File: config.mk
export PLATFORM = sky130hd
export DESIGN_NAME = spi_master_multi
export DESIGN_NICKNAME = d
export VERILOG_FILES = /design/src/rtl/spi_master_multi.sv
export SDC_FILE = /design/constraint.sdc
export NUM_CORES = 1
export LEC_CHECK = 0
export ABC_CLOCK_PERIOD_IN_PS = 6400
export CORE_MARGIN = 5
export CORE_UTILIZATION = 45
export CTS_BUF_LIST = sky130_fd_sc_hd__clkbuf_4 sky130_fd_sc_hd__clkbuf_8 sky130_fd_sc_hd__clkbuf_16
export DETAILED_ROUTE_END_ITERATION = 6
export PLACE_DENSITY_LB_ADDON = 0.1
export SYNTH_ARGS = -nofsm -noshare
export SYNTH_HDL_FRONTEND = slang
export SYNTH_SLANG_ARGS = --single-unit
File: constraint.sdc
create_clock -name sysclk -period 6.4 [get_ports sysclk]
set_input_delay 0.64 -clock sysclk [delete_from_list [all_inputs] [get_ports sysclk]]
set_output_delay 0.64 -clock sysclk [all_outputs]
set_load 0.1 [all_outputs]
File: src/rtl/spi_master_multi.sv
// SPI master with runtime CPOL/CPHA, programmable SCK divider, one-hot active-low chip
// selects and multi-word bursts; chip select stays asserted for the whole burst.
module spi_master_multi #(
    parameter int DATA_W    = 8,
    parameter int NUM_SS    = 8,
    parameter int SS_W      = 3,
    parameter int CLK_DIV   = 1,
    parameter int MSB_FIRST = 1
) (
    input  logic              sysclk,
    input  logic              rst,
    input  logic              start,
    input  logic [SS_W-1:0]   ss,
    input  logic [1:0]        mode,
    input  logic [15:0]       len,
    input  logic [DATA_W-1:0] tx_data,
    output logic              tx_load,
    output logic [DATA_W-1:0] rx_data,
    output logic              rx_valid,
    output logic              busy,
    output logic              done,
    output logic              sck,
    output logic              mosi,
    input  logic              miso,
    output logic [NUM_SS-1:0] cs_n
);
    localparam int DIV_W  = (CLK_DIV > 1) ? $clog2(CLK_DIV) : 1;
    localparam int EDGES  = 2 * DATA_W;
    localparam int EDGE_W = $clog2(EDGES + 1);

    typedef enum logic [1:0] {IDLE, SETUP, XFER, HOLD} state_t;
    state_t state;

    logic [DIV_W-1:0]  div_cnt;
    logic [EDGE_W-1:0] edge_cnt;
    logic [EDGE_W-1:0] edge_nxt;
    logic [15:0]       word_cnt;
    logic [15:0]       len_q;
    logic [1:0]        mode_q;
    logic              last_word;
    logic              rx_pend;
    logic [DATA_W-1:0] tx_sh;
    logic [DATA_W-1:0] rx_sh;
    logic              accept;
    logic              half_end;
    logic              sample_edge;

    function automatic logic first_bit(input logic [DATA_W-1:0] w);
        return (MSB_FIRST != 0) ? w[DATA_W-1] : w[0];
    endfunction

    function automatic logic [DATA_W-1:0] shift_out(input logic [DATA_W-1:0] w);
        return (MSB_FIRST != 0) ? {w[DATA_W-2:0], 1'b0} : {1'b0, w[DATA_W-1:1]};
    endfunction

    function automatic logic [DATA_W-1:0] shift_in(input logic [DATA_W-1:0] w, input logic b);
        return (MSB_FIRST != 0) ? {w[DATA_W-2:0], b} : {b, w[DATA_W-1:1]};
    endfunction

    always_comb begin
        accept      = start && (len != 16'd0) && (int'(ss) < NUM_SS);
        half_end    = (div_cnt == DIV_W'(CLK_DIV - 1));
        edge_nxt    = (edge_cnt == EDGE_W'(EDGES)) ? EDGE_W'(1) : edge_cnt + EDGE_W'(1);
        // odd edges are leading; CPHA=0 samples on leading, CPHA=1 on trailing
        sample_edge = (edge_nxt[0] != mode_q[0]);
    end

    always_ff @(posedge sysclk) begin
        if (rst) begin
            state     <= IDLE;
            sck       <= 1'b0;
            mosi      <= 1'b0;
            cs_n      <= '1;
            busy      <= 1'b0;
            rx_data   <= '0;
            rx_valid  <= 1'b0;
            done      <= 1'b0;
            tx_load   <= 1'b0;
            mode_q    <= '0;
            len_q     <= '0;
            div_cnt   <= '0;
            edge_cnt  <= '0;
            word_cnt  <= '0;
            last_word <= 1'b0;
            rx_pend   <= 1'b0;
            tx_sh     <= '0;
            rx_sh     <= '0;
        end else begin
            tx_load  <= 1'b0;
            rx_valid <= 1'b0;
            done     <= 1'b0;
            if (rx_pend) begin
                rx_data  <= rx_sh;
                rx_valid <= 1'b1;
                rx_pend  <= 1'b0;
            end
            case (state)
                IDLE: begin
                    if (accept) begin
                        state     <= SETUP;
                        busy      <= 1'b1;
                        mode_q    <= mode;
                        len_q     <= len;
                        cs_n      <= ~(NUM_SS'(1) << ss);
                        sck       <= mode[1];
                        tx_load   <= 1'b1;
                        div_cnt   <= '0;
                        edge_cnt  <= '0;
                        word_cnt  <= '0;
                        last_word <= 1'b0;
                        if (mode[0]) begin
                            tx_sh <= tx_data;
                            mosi  <= 1'b0;
                        end else begin
                            tx_sh <= shift_out(tx_data);
                            mosi  <= first_bit(tx_data);
                        end
                    end
                end
                SETUP, XFER: begin
                    div_cnt <= half_end ? '0 : div_cnt + DIV_W'(1);
                    if (half_end) begin
                        if (last_word) begin
                            state <= HOLD;
                        end else begin
                            state    <= XFER;
                            sck      <= ~sck;
                            edge_cnt <= edge_nxt;
                            if (sample_edge) begin
                                rx_sh <= shift_in(rx_sh, miso);
                            end else begin
                                mosi  <= first_bit(tx_sh);
                                tx_sh <= shift_out(tx_sh);
                            end
                            // word boundary: next word overrides the generic drive above
                            if (edge_nxt == EDGE_W'(EDGES)) begin
                                rx_pend  <= 1'b1;
                                word_cnt <= word_cnt + 16'd1;
                                if (word_cnt == len_q - 16'd1) begin
                                    last_word <= 1'b1;
                                end else begin
                                    tx_load <= 1'b1;
                                    if (mode_q[0]) begin
                                        tx_sh <= tx_data;
                                    end else begin
                                        mosi  <= first_bit(tx_data);
                                        tx_sh <= shift_out(tx_data);
                                    end
                                end
                            end
                        end
                    end
                end
                HOLD: begin
                    div_cnt <= half_end ? '0 : div_cnt + DIV_W'(1);
                    sck     <= mode_q[1];
                    if (half_end) begin
                        state <= IDLE;
                        busy  <= 1'b0;
                        done  <= 1'b1;
                        cs_n  <= '1;
                        mosi  <= 1'b0;
                    end
                end
                default: state <= IDLE;
            endcase
        end
    end
endmodule

[Word-level counts from Yosys, hierarchy flattened]
Index checks and enable logic that the tools add are counted.
Operators by class
  add/subtract/negate cells: 4
  eq/ne operators: 12
  shifts and indexed selects: 1
  mux-type cells: 60
  bitwise gates (word level): 6
  reductions and logical operators: 18
Operators by type and width (count)
  2-to-1 mux 8 bit: 10
  2-to-1 mux 16 bit: 4
  one-hot mux 16 bit (2 select lines): 1
  one-hot mux 8 bit (2 select lines): 2
  2-to-1 mux 1 bit: 28
  2-to-1 mux 5 bit: 4
  adder 16 x 1 -> 16 bit (second input constant): 1
  equality test 16 bit: 1
  nonzero test 16 bit: 1
  subtractor 16 x 1 -> 16 bit (second input constant): 1
  AND reduction 3 bit: 4
  AND reduction 4 bit: 3
  equality test 5 bit (second input constant): 2
  != test 2 bit (second input constant): 5
  one-hot mux 5 bit (2 select lines): 1
  inverter 8 bit: 1
  one-hot mux 1 bit (2 select lines): 4
  << shifter 1 x 3 -> 8 bit (first input constant): 1
  2-to-1 mux 2 bit: 3
  one-hot mux 1 bit (3 select lines): 2
  one-hot mux 2 bit (3 select lines): 1
  adder 5 x 1 -> 5 bit (second input constant): 1
  inverter 1 bit: 5
  AND reduction 5 bit: 1
  other kinds (11): 14
Word-level totals
  register bits: 82
  bits of input ports: 33
  logic and storage cells: 119

[Logic depth before layout (Yosys ltp)]
Gate-level depths: netlist of the first run.
  depth in word-level cells: 10
  mapped depth: 11

[Worst setup path after synthesis of the first run]
Ideal clock, no wire load.
  kind: register to register
  start point: register len_q[7]
  end point: register mosi
  setup time: 0.076 ns
  arrival: 2.636 ns
  data required time: 6.324 ns
  slack: 3.689 ns
  stages on the path, launching flop included: 10
  path buffers: 1
  cells stage by stage: dfxtp_1 > buf_6 > or4_4 > or3_1 > a2111o_1 > a22oi_1 > and4_1 > a21o_4 > mux2_1 > o22ai_1
On the way
  longest elaborated chain between the ends: 7
Ends and longest elaborated chain
  start: declaration: line 38  | logic [15:0] len_q;
  start signal: assignment: line 103  | len_q <= len;
  subtractor 16 x 1 -> 16 bit: line 139  | if (word_cnt == len_q - 16'd1) begin
  equality test 16 bit: line 139
  2-to-1 mux 1 bit: line 139
  2-to-1 mux 1 bit: line 136  | if (edge_nxt == EDGE_W'(EDGES)) begin
  2-to-1 mux 1 bit: line 123  | if (last_word) begin
  2-to-1 mux 1 bit: line 122  | if (half_end) begin
  one-hot mux 1 bit (3 select lines): line 97  | case (state)
  end signal: assignment: line 116  | mosi <= first_bit(tx_data);
  end signal: assignment: line 132  | mosi <= first_bit(tx_sh);
  end signal: assignment: line 146  | mosi <= first_bit(tx_data);
  end: declaration: line 23  | output logic mosi,
No other way between the ends. The select of a mux whose other input is x is not followed.
A chain may end at the register's enable or synchronous reset.

[Final worst setup path of the first run]
  start point: input len[3]
  end point: register word_cnt[15]
On the way
  longest elaborated chain between the ends: 4
Ends and longest elaborated chain
  start: declaration: line 15  | input logic [15:0] len,
  nonzero test 16 bit: line 61  | accept = start && (len != 16'd0) && (int'(ss) < NUM_SS);
  logical AND 1 bit: line 61
  != test 2 bit (no source line)
  AND reduction 5 bit (no source line)
  end signal: assignment: line 138  | word_cnt <= word_cnt + 16'd1;
  end: declaration: line 37  | logic [15:0] word_cnt;
No other way between the ends.

==> results of run 1 <==
==> power breakdown <==
part	internal (mW)	total (mW)	switching, mW
clock network	0.148	0.336	0.188
registers	0.558	0.615	0.0563
logic	0.237	0.640	0.402
==> how the worst max path moves through the flow <==
stage	startpoint	end	slack [ns]	cells after the start
final	len[3]	word_cnt[15]	2.81	10
after CTS	len[3]	word_cnt[15]	2.84	10
after floorplan	len_q[7]	mosi	3.69	9
after global placement	len[3]	word_cnt[15]	2.52	10
after global routing	len[4]	last_word	2.53	6
after detailed placement	len[3]	word_cnt[15]	2.47	10
==> metal layers <==
| layer | vias up | share of wire, % |
|---|---|---|
| li1 | 1924 | - |
| met5 | - | 0 |
| met3 | 12 | 4.4 |
| met2 | 80 | 47 |
| met4 | 0 | 1.6 |
| met1 | 1774 | 47 |
==> flip-flops by register name, indices dropped and copies added, names as in the netlist <==
signal and flops:
edge_cnt 5, rx_valid 1, state 2, last_word 1, done 1, cs_n 8
rx_pend 1, word_cnt 16, sck 1, mosi 1, mode_q 2, rx_data 8
rx_sh 8, tx_load 1, tx_sh 8, len_q 16, busy 1
==> kinds of logic after synthesis <==
family	Yosys count	synth area share (%)
AOI/OAI and AO/OA	108	16.4
xor gates and xnor gates	29	6.25
adders and majority gates	7	2.05
buffers and inverters	45	4.15
DFF	81	37.9
muxes	35	8.24
and+or+nand+nor	215	25.0
==> worst reg2reg max path: stages, from the launching register on <==
cell	delay (ns)
dfxtp_1	0.37
nor3_1	0.95
nand2_1	0.32
xnor2_1	0.21
a2111oi_0	0.39
and4_1	0.36
a21o_4	0.18
mux2_1	0.32
o22ai_1	0.13
==> area by class of cell <==
type	instances	share of cell area, %
multi-input cells	394	49.1
clock buffers	11	2.75
repair buffers	57	11.0
clock inverters	5	0.643
well taps	129	3.19
flip-flops and latches	81	32.1
inverters	17	1.26
==> placed cells by master, fill, tap and decap left out, types with 3 or more instances in the layout <==
| master | count |
|---|---|
| dfxtp_1 | 81 |
| nand2_1 | 58 |
| clkdlybuf4s50_1 | 53 |
| a21oi_1 | 47 |
| nor2_1 | 41 |
| mux2i_1 | 33 |
| nand3_1 | 29 |
| inv_1 | 17 |
| nor3_1 | 16 |
| xnor2_1 | 16 |
| nand2b_1 | 15 |
| o21ai_0 | 13 |
| xor2_1 | 12 |
| or3_1 | 9 |
| clkbuf_8 | 9 |
| o22ai_1 | 8 |
| or2_2 | 7 |
| o221ai_1 | 7 |
| ha_1 | 7 |
| nor4_1 | 6 |
| nand4_1 | 6 |
| a22oi_1 | 5 |
| nor2b_1 | 5 |
| and2_1 | 4 |
| a31oi_1 | 4 |
| and3_1 | 4 |
| nand3b_1 | 3 |
| o211ai_1 | 3 |
| clkinvlp_4 | 3 |
| buf_4 | 3 |
==> metrics by stage <==
stage | utilization, % | worst slack, ns | hold WS, ns | power [mW]
2_1_floorplan | - | 3.69 | 0.436 | 1.11
3_3_place_gp | 52.9 | 2.52 | 0.451 | 1.25
3_5_place_dp | 52.9 | 2.47 | 0.453 | 1.27
4_1_cts | 54.7 | 2.84 | 0.465 | 1.61
5_1_grt | 54.7 | 2.53 | 0.501 | 1.70
6_report | 54.7 | 2.81 | 0.465 | 1.59
==> results by group, run 1 <==
Global routing
  • First-pass GRT wire length: 16900 um
  • Met3 Usage GRT: 4.56%
  • Initial antenna violation count: 0
  • Global-route met1 utilization: 22.7%
  • Vias in the first global route: 3562
  • Largest net degree at the start of global routing: 71
  • Met2 usage: 30.2%
  • GRT Resource Usage Total: 18.0%
  • GRT Max-Usage Layer: met2
  • Remaining global-route overflow: 0

Critical path
  • Cell with the largest stage delay on the worst path: a41oi_2
  • Worst r2r src: len_q[2]
  • Setup crit start kind: primary input
  • Register-to-Register Setup Slack: 3.08 ns
  • Setup CP Type: in2reg
  • Required @ worst endpoint: 6.60 ns
  • Crit path DAT: 3.79 ns
  • Worst path cell trace: clkdlybuf4s50_1 -> nor4_1 -> a41oi_2 -> nand2b_1 -> o21ai_1 -> buf_4 -> a2111oi_4 -> or3b_2 -> xor2_1 -> nor2_1
  • Worst-path fanout max: 24
  • Delay-heaviest family, CP: compound AO/OA/AOI/OAI gates
  • Critical Path Sink Type: flop
  • Reg-to-reg endpoint: mosi
  • CP max stage delay: 0.64 ns
  • FF-to-FF path depth: 8
  • CP bufs+invs: 2

Route
  • DRC Markers: 0
  • DRT iter0 DRCs: 142
  • Routed Antenna Nets: 0
  • Wire length per cell: 14.6 um
  • Final wirelength: 10100 um
  • DR pass1 iterations: 4
  • Vias per cell: 5.46
  • Via Count: 3790

Power and ir drop
  • Peak VDD IR: 209 uV
  • Power Density: 314 nW/um^2
  • Leakage Power: 1.78 nW

Place
  • Buffers on Ports: 54
  • RD Place Congestion: 0.796
  • Post-DP HPWL: 7240 um
  • Placed insts: 678
  • Area of placed instances: 4890 um^2

Timing
  • Final setup viols: 0
  • Fin crit share: 56.1%
  • Setup TNS: 0 ns
  • Max Freq: 279 MHz
  • Fin crit period: 3.59 ns
  • Rel. slew slack: 21.7%
  • Slew @ Worst Pin: 1.17 ns
  • Final hold violations: 0
  • RSZ-0062 raised after global routing: false
  • Setup Skew: 0.0147 ns
  • Final Max Slew Viols: 0

Clock network
  • Hold bufs inserted after CTS: 0
  • Clk sinks: 81
  • Clk buf depth: 2
  • Clock Pin Slew Worst Setup and Hold Paths: 0.08 ns
  • Worst-skew pair later-pin latency: 0.36 ns
  • Post CTS Setup Buffer Count: 0
  • CTS tree: built
  • CTS Root Cell: clkbuf_8
  • CTS buffer count: 9
  • Htree depth: 3
  • Post-CTS sizing: 0

Final layout
  • Share of cells above drive strength 1: 6.37%
  • Design area: 5060 um^2
  • Sequential cell area: 1620 um^2
  • # fillers: 862
  • Area of the multi-input gates: 2480 um^2
  • NumNets Final: 600
  • Inserted Diodes: 0
  • Area growth, synth to finish: 18.1%
  • Cell Count, Final, Fillers Out: 694

Die
  • Die W: 108 um
  • Ports: 55
  • Starting density of the core: 46.3%
  • Core Area: 9240 um^2
  • Die Span Y: 108 um
  • DIE AREA: 11600 um^2
  • Row cnt: 35

Synth
  • Count leader, synth: dfxtp_1
  • Seq/Total Area, Yosys: 37.9%
  • Post-synth EDFFs: 0
  • Cell count after synthesis: 520
  • Ys async rst share: 0%
  • Synth cell types: 58
  • Main synth FF type: dfxtp_1
  • Post-Synthesis Cell Area: 4280 um^2
  • Post-synth top area share: 37.9%
  • Synthesized area per cell: 8.23 um^2
  • Synth area leader: dfxtp_1
  • Yosys warns: 0
  • Top post-synthesis cells by count: 81 x dfxtp_1, 58 x nand2_1, 47 x a21oi_1
  • Syn Nets: 560
  • Synth area leaders: dfxtp_1 38%, mux2i_1 7.7%, a21oi_1 5.5%
  • FF+latch count, synth: 81

Worst hold path
  • HP Class: reg2reg
  • Hold EP: rx_sh[7]
  • Hold Path Depth: 2
  • HP Start: rx_sh[7]

Run
  • Max-cap check violation count: 0

Outcome
  • Status: finished clean
Power figures use the tool's default switching activity.
==> inputs of run 2 (changes only) <==
--- a/config.mk
+++ b/config.mk
@@ -5,7 +5,7 @@
 export SDC_FILE = /design/constraint.sdc
 export NUM_CORES = 1
 export LEC_CHECK = 0
-export ABC_CLOCK_PERIOD_IN_PS = 6400
+export ABC_CLOCK_PERIOD_IN_PS = 3700
 export CORE_MARGIN = 5
 export CORE_UTILIZATION = 45
 export CTS_BUF_LIST = sky130_fd_sc_hd__clkbuf_4 sky130_fd_sc_hd__clkbuf_8 sky130_fd_sc_hd__clkbuf_16
==> constraint.sdc (replaced) <==
create_clock -name sysclk -period 3.7 [get_ports sysclk]
set_input_delay 0.37 -clock sysclk [delete_from_list [all_inputs] [get_ports sysclk]]
set_output_delay 0.37 -clock sysclk [all_outputs]
set_load 0.1 [all_outputs]
==> run 2 against run 1 <==
Net effect:
- clock power increased by 130%
- critical path type is now reg2reg
- largest power group unchanged
- final area grew 2.2%
- register-to-register slack got worse by 2.4 ns
- critical path depth shrank 2
- combinational power grew 80%
- worst setup slack got worse by 2.1 ns
- first-iteration DRC count rose by 19%
==> results by group, run 2 (same netlist as run 1, synthesis figures left out) <==
Clock network
  • Clk sinks: 81
  • Worst-skew pair later-pin latency: 0.35 ns
  • Clk buf depth: 2
  • Clock Pin Slew Worst Setup and Hold Paths: 0.10 ns
  • Post CTS Setup Buffer Count: 0
  • CTS tree: built
  • CTS buffer count: 9
  • Post-CTS sizing: 0
  • Htree depth: 3
  • CTS Root Cell: clkbuf_8
  • Hold bufs inserted after CTS: 0

Worst hold path
  • Hold Path Depth: 2
  • Hold EP: rx_sh[5]
  • HP Class: reg2reg
  • HP Start: rx_sh[4]

Route
  • DR pass1 iterations: 5
  • Highest Signal Layer: met4
  • DRC Markers: 0
  • Routed Antenna Nets: 0
  • Final wirelength: 10500 um
  • Vias per cell: 5.38
  • Via Count: 3773
  • DRT iter0 DRCs: 169
  • Routed met2 length: 4820 um
  • Wl on met1: 4990 um
  • Wire length per cell: 14.9 um
  • Metal3 WL: 543 um

Timing
  • Max Freq: 332 MHz
  • Slew @ Worst Pin: 1.16 ns
  • RSZ-0062 raised after global routing: false
  • Fin crit period: 3.01 ns
  • Final Max Slew Viols: 0
  • Fin crit share: 81.3%
  • Setup Skew: 0.0135 ns
  • Final hold violations: 0
  • Final setup viols: 0
  • Setup TNS: 0 ns
  • Rel. slew slack: 22.3%

Global routing
  • First-pass GRT wire length: 17700 um
  • Remaining global-route overflow: 0
  • GRT Resource Usage Total: 18.7%
  • Largest net degree at the start of global routing: 38
  • Initial antenna violation count: 0
  • Vias in the first global route: 3520

Run
  • Max-cap check violation count: 0

Critical path
  • Crit path DAT: 3.28 ns
  • Critical Path Sink Type: flop
  • FF-to-FF path depth: 8
  • Setup CP Type: reg2reg
  • Reg-to-reg endpoint: word_cnt[6]
  • Required @ worst endpoint: 3.97 ns
  • Worst-path fanout max: 10
  • Setup crit start kind: flop
  • Worst r2r src: edge_cnt[0]
  • Register-to-Register Setup Slack: 0.69 ns

Die
  • Core Area: 9240 um^2
  • Row cnt: 35
  • Die W: 108 um
  • Starting density of the core: 46.3%
  • DIE AREA: 11600 um^2
  • Ports: 55
  • Die Span Y: 108 um

Outcome
  • Status: finished clean

Final layout
  • Most frequent cells in the layout: 81 x dfxtp_1, 58 x nand2_1, 53 x clkdlybuf4s50_1
  • Largest registers: len_q (16), word_cnt (16)
  • Cell Count, Final, Fillers Out: 701
  • NumNets Final: 607
  • Area growth, synth to finish: 20.8%
  • Share of cells above drive strength 1: 7.52%
  • Inserted Diodes: 0
  • Leading cell type in the layout, fill and taps excluded: dfxtp_1

Power and ir drop
  • Leakage Power: 1.85 nW
  • Power Density: 574 nW/um^2
  • Peak VDD IR: 323 uV

Place
  • Buffers on Ports: 54
  • Placed insts: 685
  • Post-DP HPWL: 7610 um
  • RD Place Congestion: 0.845
## run 2: cell type report
cell class	instances	area [um^2]
Clock buffer	9	124
Clock inverter	7	108
Fill cell	842	4070
Inverter	17	63.8
Multi-Input combinational cell	394	2480
Sequential cell	81	1620
Tap cell	129	161
Timing Repair Buffer	64	611
## run 2: metrics by stage
| stage | hold WS [ns] | worst slack, ns | power, mW | utilization [%] | cell area [um^2] |
|---|---|---|---|---|---|
| global route | 0.492 | 0.498 | 3.17 | 56.0 | 5170 |
| detailed placement | 0.454 | 0.697 | 2.23 | 53.5 | 4940 |
| finish | 0.466 | 0.691 | 2.97 | 56.0 | 5170 |
| CTS | 0.466 | 0.714 | 2.99 | 56.0 | 5170 |
| global placement | 0.447 | 0.816 | 2.20 | 53.5 | 4940 |
| floorplan | 0.436 | 0.989 | 1.93 | - | 4280 |
## run 2: where the power goes
part	total (mW)	internal [mW]	switching, mW
logic	1.15	0.438	0.713
clock network	0.756	0.395	0.362
registers	1.06	0.966	0.0953
## run 2: how the worst max path moves through the flow
stage | startpoint | to | slack (ns) | cells past startpoint
6_report | edge_cnt[0] | word_cnt[6] | 0.69 | 8
5_1_grt | edge_cnt[0] | word_cnt[6] | 0.50 | 8
3_5_place_dp | len[4] | word_cnt[6] | 0.70 | 10
4_1_cts | edge_cnt[0] | word_cnt[6] | 0.71 | 8
3_3_place_gp | len_q[7] | mosi | 0.82 | 8
2_1_floorplan | len_q[7] | mosi | 0.99 | 9
## run 2: routing by layer
layer,global-route usage [%],up-vias
met5,0,-
met4,4.15,0
met3,4.44,11
met2,29.4,93
met1,25.9,1737
li1,-,1932
## run 2: worst max-delay path, stage by stage (launching register included)
cell,delay [ns]
dfxtp_1,0.36
ha_1,0.28
and4_1,0.22
nor3_1,0.27
nand4_1,0.42
a21oi_1,0.45
nand3_1,0.32
or3_1,0.42
a21oi_1,0.18
